`config.mk`:
```
export PLATFORM = sky130hd
export DESIGN_NAME = gp_chunk_serial_adder
export DESIGN_NICKNAME = d
export VERILOG_FILES = /design/src/rtl/gp_chunk_serial_adder.sv
export SDC_FILE = /design/constraint.sdc
export NUM_CORES = 1
export LEC_CHECK = 0
export ABC_CLOCK_PERIOD_IN_PS = 9000
export CORE_AREA = 3 3 115 117
export CTS_CLUSTER_SIZE = 8
export DETAILED_ROUTE_END_ITERATION = 10
export DIE_AREA = 0 0 118 120
export PLACE_DENSITY = 0.95
export SETUP_SLACK_MARGIN = 0.4
export SLEW_MARGIN = 20
export SYNTH_ARGS = -nofsm -noshare
export SYNTH_HDL_FRONTEND = slang
export SYNTH_SLANG_ARGS = --single-unit
```
`constraint.sdc`:
```
create_clock -name clk -period 9 [get_ports clk]
set_clock_uncertainty 0.15 [all_clocks]
set_input_delay 2.7 -clock clk [delete_from_list [all_inputs] [get_ports clk]]
set_output_delay 2.7 -clock clk [all_outputs]
set_load 0.1 [all_outputs]
```
`src/rtl/gp_chunk_serial_adder.sv`:
```
// Multi-cycle WIDTH-bit adder resolving CHUNK bits per cycle with in-chunk prefix carries.
// Optional macro GP_SUB_EN adds an in_sub port for A-B operation.
module gp_chunk_serial_adder #(
  parameter int WIDTH = 47,
  parameter int CHUNK = 16
) (
  input  logic             clk,
  input  logic             rst,
  input  logic             in_valid,
  output logic             in_ready,
  input  logic [WIDTH-1:0] in_a,
  input  logic [WIDTH-1:0] in_b,
  input  logic             in_cin,
`ifdef GP_SUB_EN
  input  logic             in_sub,
`endif
  output logic             out_valid,
  input  logic             out_ready,
  output logic [WIDTH-1:0] out_sum,
  output logic             out_cout,
  output logic             out_ovf
);

  localparam int NCHUNK  = (WIDTH + CHUNK - 1) / CHUNK;
  localparam int PW      = NCHUNK * CHUNK;
  localparam int IW      = (NCHUNK > 1) ? $clog2(NCHUNK) : 1;
  localparam int LAST    = NCHUNK - 1;
  // Position of bit WIDTH-1 inside the top chunk.
  localparam int TOP_BIT = WIDTH - 1 - LAST * CHUNK;

  typedef enum logic [1:0] {
    IDLE = 2'd0,
    RUN  = 2'd1,
    DONE = 2'd2
  } state_t;

  state_t           state_reg, state_next;
  logic [PW-1:0]    a_reg, b_reg;
  logic [PW-1:0]    a_pad, b_pad;
  logic             cin_eff;
  logic             carry_reg;
  logic [IW-1:0]    idx_reg;
  logic [WIDTH-1:0] sum_reg;
  logic             cout_reg, ovf_reg;

  logic [CHUNK-1:0] a_chunk, b_chunk, p, g, grp_g, grp_p, chunk_sum;
  logic [CHUNK:0]   c;
  logic             last_chunk;

  // Operand padding keeps bits >= WIDTH at p=g=0; subtraction inverts only real bits.
  always_comb begin
    a_pad   = '0;
    b_pad   = '0;
    a_pad[WIDTH-1:0] = in_a;
`ifdef GP_SUB_EN
    b_pad[WIDTH-1:0] = in_sub ? ~in_b : in_b;
    cin_eff          = in_sub ? 1'b1 : in_cin;
`else
    b_pad[WIDTH-1:0] = in_b;
    cin_eff          = in_cin;
`endif
  end

  assign a_chunk    = a_reg[int'(idx_reg)*CHUNK +: CHUNK];
  assign b_chunk    = b_reg[int'(idx_reg)*CHUNK +: CHUNK];
  assign p          = a_chunk ^ b_chunk;
  assign g          = a_chunk & b_chunk;
  assign last_chunk = (idx_reg == IW'(LAST));

  // Group generate/propagate over bits [i:0], then every carry from the chunk carry-in.
  always_comb begin
    grp_g = '0;
    grp_p = '0;
    c     = '0;
    grp_g[0] = g[0];
    grp_p[0] = p[0];
    for (int i = 1; i < CHUNK; i++) begin
      grp_g[i] = g[i] | (p[i] & grp_g[i-1]);
      grp_p[i] = p[i] & grp_p[i-1];
    end
    c[0] = carry_reg;
    for (int i = 0; i < CHUNK; i++) begin
      c[i+1] = grp_g[i] | (grp_p[i] & carry_reg);
    end
  end

  assign chunk_sum = p ^ c[CHUNK-1:0];

  always_ff @(posedge clk) begin
    if (rst) state_reg <= IDLE;
    else     state_reg <= state_next;
  end

  always_comb begin
    state_next = state_reg;
    in_ready   = 1'b0;
    out_valid  = 1'b0;
    case (state_reg)
      IDLE: begin
        in_ready = 1'b1;
        if (in_valid) state_next = RUN;
      end
      RUN: begin
        if (last_chunk) state_next = DONE;
      end
      DONE: begin
        out_valid = 1'b1;
        if (out_ready) state_next = IDLE;
      end
      default: state_next = IDLE;
    endcase
  end

  always_ff @(posedge clk) begin
    if (rst) begin
      a_reg     <= '0;
      b_reg     <= '0;
      carry_reg <= 1'b0;
      idx_reg   <= '0;
      sum_reg   <= '0;
      cout_reg  <= 1'b0;
      ovf_reg   <= 1'b0;
    end else begin
      case (state_reg)
        IDLE: begin
          if (in_valid) begin
            a_reg     <= a_pad;
            b_reg     <= b_pad;
            carry_reg <= cin_eff;
            idx_reg   <= '0;
          end
        end
        RUN: begin
          for (int i = 0; i < CHUNK; i++) begin
            if (int'(idx_reg)*CHUNK + i < WIDTH)
              sum_reg[int'(idx_reg)*CHUNK + i] <= chunk_sum[i];
          end
          carry_reg <= c[CHUNK];
          idx_reg   <= idx_reg + 1'b1;
          // Flags come from bit WIDTH-1, never from the padded chunk carry.
          if (last_chunk) begin
            cout_reg <= c[TOP_BIT+1];
            ovf_reg  <= c[TOP_BIT+1] ^ c[TOP_BIT];
          end
        end
        default: ;
      endcase
    end
  end

  assign out_sum  = sum_reg;
  assign out_cout = cout_reg;
  assign out_ovf  = ovf_reg;

endmodule

```
==> results.md <==
* Outcome: completed
* First-pass GRT wire length at 29.88 mm
* Critical Path Sink: in_ready
* Final core utilization at 0.7039
* Arr. time, crit path at 2.26 ns
* Iteration-0 DRC Markers at 821
* Tightest Pin Transition at 1.004 ns
* Max-cap viol count at 0
* Busiest layer in global routing: met2
* Placeable Area at 12,470 µm²
* Die area at 14,160 µm²
* Clk root buf: clkbuf_16
* Syn Nets at 970
* Antenna Nets Post-Route at 0
* CTS tree: built
* Slew Limit Fails at 0
* CTS Buffer Depth at 2
* Hold buffer count at cts at 0
* Sequential area share after synthesis at 0.4477
* Yosys top cell area share at 0.4477
* Port Buffers at 149
* Crit path capture type: output pin
* Slew HR at 0.3285
* Clock buffer count from CTS at 17
* Worst-path cell chain: nor2_1, clkdlybuf4s50_1
* Min cycle time layout at 5.114 ns
* Net count, final at 1,085
* Worst EP required at 6.15 ns
* Final period util at 0.5682
* Largest cells by area after synthesis: dfxtp_1 45%, nand2_1 15%, a21oi_1 9.9%
* RR Endpoint: out_sum[11]
* GR Layer Usage met1 at 0.3073
* Synth top cells by count: 266 x nand2_1, 148 x dfxtp_1, 131 x a21oi_1
* DRC viols at 0
* CTS resizes at 0
* Hold depth at 2
* Detail Placement HPWL at 12.84 mm
* Worst path max stage delay at 1.21 ns
* Total GRT Usage at 0.2612
* Share of layout cells above drive strength 1 at 0.04703
* Setup TNS at 0 ns
* Fill count at 892
* Critical path class: flip-flop to output pin
* Hold Slack at 0.3045 ns
* R2R cell count at 12
* Setup-failing EPs final at 0
* Post-route setup slack at 3.886 ns
* Count of final hold-check violations at 0
* Netlist cell types at 45
* Synthesis Warnings at 0
* Via/cell ratio at 5.688
* Gr ovfl total at 0
* H-tree lvl count at 4
* Buffer count from post-CTS setup fixing at 0
* R2R Setup Slk at 4.80 ns
* Post-Synthesis Cells at 850
* Peak VDD IR at 0.1090 mV
* Post-synth EDFFs at 0
* Ports at 150
* Initial antenna violation count at 0
* F_max at 195.5 MHz
* WL/cell at 16.70 µm
* Post-synthesis async set-or-reset flop share at 0
* Pwr Density at 206.1 nW/µm²
* CP Launch Type: flip-flop
* Tot Pwr at 1.808 mW
* Worst Hold Class: flip-flop to flip-flop
* Drt total wl at 19.20 mm
* CP Max Fanout at 4
* Worst-path clk slew at 0.06 ns
* Worst r2r src: idx_reg[1]
* Placed insts at 1,118
* Die height at 120 µm
* Finished Cell Area at 8775 µm²
* Grt met2 use at 0.4567
* Largest net degree at the start of global routing at 99
* LEAKAGE at 3.189 nW
* Slowest CP cell: clkdlybuf4s50_1
* Number of diodes at 0
* Crit path from: state_reg[0]
* Cell Area, Synth at 6618 µm²
* Dominant cell type by area after synthesis: dfxtp_1
* Clk_lat worst skew at 0.42 ns
* Area Overhead vs Synth at 32.60%
* Synthesized area per cell at 7.785 µm²
* Clock sink count at 148
* Die span in x at 118 µm
* Seq cells post-synth at 148
* Met3 Track Usage GR at 0.07257
* Initial core utilization at 0.5309
* Ys flop type: dfxtp_1
* DP Worst Slack at 4.224 ns
* Vias at 6,541
* Routability cong. at 0.8706
* Top-count cell post-synth: nand2_1
* Fin cells at 1,150
* Number of global-route vias before repair at 6,182
* Post-DP Area at 8135 µm²
* Std cell rows at 41
* Drt first pass iters at 8
* RSZ-0062 raised after global routing: no
layout make-up:
| type | instances | area, µm² | area share |
|---|---|---|---|
| Multi-Input combinational cell | 636 | 3396 | 0.3870 |
| Tap cell | 172 | 215.2 | 0.02453 |
| Sequential cell | 148 | 2964 | 0.3378 |
| Clock buffer | 19 | 432.9 | 0.04934 |
| Inverter | 7 | 26.28 | 0.002994 |
| Timing Repair Buffer | 155 | 1534 | 0.1748 |
| Clock inverter | 13 | 206.4 | 0.02353 |
report_power, final:
group,switching [mW],total [mW],internal (mW)
Clock,0.285,0.777,0.492
Combinational,0.209,0.319,0.110
Sequential,0.0201,0.712,0.692
Total,0.514,1.81,1.29
worst min path at each step:
stage,startpoint,endpoint,slack (ns)
6_report,b_reg[33],b_reg[33],0.30
5_1_grt,a_reg[34],a_reg[34],0.32
4_1_cts,b_reg[2],b_reg[2],0.30
3_5_place_dp,a_reg[31],a_reg[31],0.30
3_3_place_gp,b_reg[31],b_reg[31],0.29
2_1_floorplan,a_reg[0],a_reg[0],0.29
logic make-up (layout without fill, tap and decap cells):
family | Yosys count | in the layout | share of synthesized area
AND/OR/NAND/NOR | 351 | 351 | 0.2161
multiplexers | 34 | 34 | 0.05143
AO/OA/AOI/OAI | 219 | 219 | 0.1896
buffers and inverters | 66 | 194 | 0.03971
flip-flops | 148 | 148 | 0.4477
adder cells (fa/ha/maj) | 21 | 21 | 0.04084
XOR/XNOR | 11 | 11 | 0.01456
metal layers:
metal | share of wire | up-vias | wire [µm]
li1 | - | 3120 | -
met1 | 0.39 | 3028 | 7466
met2 | 0.49 | 343 | 9488
met3 | 0.089 | 50 | 1710
met4 | 0.028 | 0 | 535
met5 | 0 | - | 0
critical path: cells and delay by family, from the launching register on:
family	cells	cell delay, ns
buffers and inverters	1	1.21
DFF	1	0.33
and+or+nand+nor	1	0.30
placed cells by master, fill, tap and decap left out, types with 4 or more instances in the layout:
master	netlist	final
nand2_1	266	265
clkdlybuf4s50_1	0	148
dfxtp_1	148	147
a21oi_1	131	131
nor2_1	36	36
mux2i_1	34	34
o21ai_0	30	30
ha_1	20	20
nand3_1	19	19
clkbuf_16	0	17
o22ai_1	13	13
a211oi_1	11	11
o31ai_1	10	10
xnor2_1	8	8
inv_1	7	7
buf_4	1	7
o21a_1	6	6
and2_1	6	5
a21o_1	5	5
bufinv_16	0	5
nand4_1	4	4
or3_1	4	4
No activity file was read; power rests on OpenSTA's default activity.
==> RTL edit (same flow settings) <==
Set the parameter `CHUNK` to 32 (it was 16).
--- a/src/rtl/gp_chunk_serial_adder.sv
+++ b/src/rtl/gp_chunk_serial_adder.sv
@@ -2,7 +2,7 @@
 // Optional macro GP_SUB_EN adds an in_sub port for A-B operation.
 module gp_chunk_serial_adder #(
   parameter int WIDTH = 47,
-  parameter int CHUNK = 16
+  parameter int CHUNK = 32
 ) (
   input  logic             clk,
   input  logic             rst,
Function: not settled (the Yosys comparison gave no result); the edit may change what the design does.
==> RTL edit against the unedited design <==
Fmax is 1.2% higher; synthesized cell count is 2.7% higher; worst setup slack better by 0.061 ns; power is 1.5% higher; count of clock-buffer cells in the layout is 1 higher; sequential cell count is 1 lower; area after synthesis is 4.8% higher; wire length is 1.8% lower; critical path depth stayed put; non-clock buffer count is 1 lower; die area stayed put; cell area is 3.8% higher.
==> RTL edit: results (changes against the unedited design) <==
global_route:
  grt_max_degree: 116  # was 99
  grt_pass1_vias: 6336  # was 6182
  grtUsageTotal_pct: 26.8  # was 26.1%
  antenna_found_initial: 0  # unchanged
  grt_pass1_wl_mm: 30.9  # was 29.9 mm
pwr:
  p_leak_nw: 3.71  # was 3.19 nW
  peakVddDrop_mv: 0.106  # was 0.109 mV
route:
  ant_nets: 0  # unchanged
  firstDrtPassIters: 5  # was 8
  avgRoutedWirePerCell_microns: 16.1  # was 16.7 microns
  initialDrtViolationCount: 605  # was 821
  vias_per_cell: 5.62  # was 5.69
synthesis:
  syn_nets: 1005  # was 970
  ys_types: 50  # was 45
  yosys-top-cells-count: "258 x nand2_1, 147 x dfxtp_1, 143 x a21oi_1, 45 x clkbuf_1, 40 x nor2b_1"  # was 266 x nand2_1, 148 x dfxtp_1, 131 x a21oi_1, 49 x clkbuf_1, 36 x nor2_1
  ys_seq_area_share_pct: 42.4  # was 44.8%
  yosys-top-cells-area: "dfxtp_1 42%, nand2_1 14%, a21oi_1 10%"  # was dfxtp_1 45%, nand2_1 15%, a21oi_1 9.9%
  async_flop_share_pct: 0  # unchanged
clock_tree:
  cts_root_buffer: "clkbuf_16"  # unchanged
  htree_levels: 4  # unchanged
final_layout:
  drive_gt1_share_pct: 7.68  # was 4.70%
  layout.nets: 1123  # was 1085
sta:
  tightest_slew_ns: 0.983  # was 1.00 ns
place:
  post_dp_cell_area_sq_um: 8480  # was 8140 sq um
  dp_hpwl_mm: 12.8  # about the same
  place.gp.congestion: 0.910  # was 0.871
min_path:
  min_from: "out_sum[21]"  # was b_reg[33]
  worstHoldEndpoint: "out_sum[21]"  # was b_reg[33]
  min_path_type: "reg2reg"  # unchanged
outcome:
  status: "finished, final reports clean"  # unchanged
critical_path:
  cp_max_fo: 5  # was 4
  r2r_slack_ns: 4.31  # was 4.80 ns
  worstReg2RegEnd: "carry_reg"  # was out_sum[11]
  worstReg2RegStart: "idx_reg"  # was idx_reg[1]
  crit_arrival_ns: 2.20  # was 2.26 ns
==> RTL edit: area by class of cell <==
| cell class | count | area [sq um] |
|---|---|---|
| Sequential cell | 147 | 2940 |
| Inverter | 6 | 22.5 |
| Timing Repair Buffer | 154 | 1530 |
| Clock inverter | 10 | 156 |
| Clock buffer | 20 | 467 |
| Multi-Input combinational cell | 665 | 3770 |
| Tap cell | 172 | 215 |
| Fill cell | 902 | 3360 |
==> RTL edit: worst max-delay path, stage by stage, from the launching register on <==
cell             delay [ns]
dfxtp_1                0.34
nor2_1                 0.24
clkdlybuf4s50_1        1.19
==> RTL edit: how the worst max path moves through the flow <==
stage,from,end
finish,state_reg[1],in_ready
global route,state_reg[1],in_ready
CTS,state_reg[1],in_ready
detailed placement,in_valid,b_reg[6]
global placement,in_valid,b_reg[7]
floorplan,state_reg[1],out_valid
==> RTL edit: power breakdown <==
group	internal [W]	leakage [nW]	switching, W	total (W)
Combinational	0.000133	2.20	0.000234	0.000366
Sequential	0.000691	1.20	0.0000253	0.000716
Clock	0.000481	0.308	0.000272	0.000753
Total	0.00130	3.71	0.000531	0.00184
==> RTL edit: logic make-up after synthesis <==
kind of cell	count (synthesis)	share of synthesized area, %
buf+inv	61	3.32
fa+ha+maj	33	6.06
xor+xnor	25	3.16
compound gates	213	17.8
flops	147	42.4
mux	30	4.87
simple gates	364	22.4
==> RTL edit: stage by stage <==
| step | cells | hold WS [ns] | worst slack, ns |
|---|---|---|---|
| floorplan | 873 | 0.282 | 4.40 |
| global placement | 1144 | 0.288 | 4.34 |
| detailed placement | 1144 | 0.292 | 4.31 |
| CTS | 1174 | 0.299 | 3.94 |
| global route | 1174 | 0.325 | 3.86 |
| finish | 1174 | 0.298 | 3.95 |
==> RTL edit: metal layers <==
layer	wire, microns	global-route usage (%)	up-vias
li1	-	-	3183
met1	7990	34.6	3081
met2	9000	43.8	300
met3	1370	5.37	39
met4	494	11.4	0
met5	0	0	-
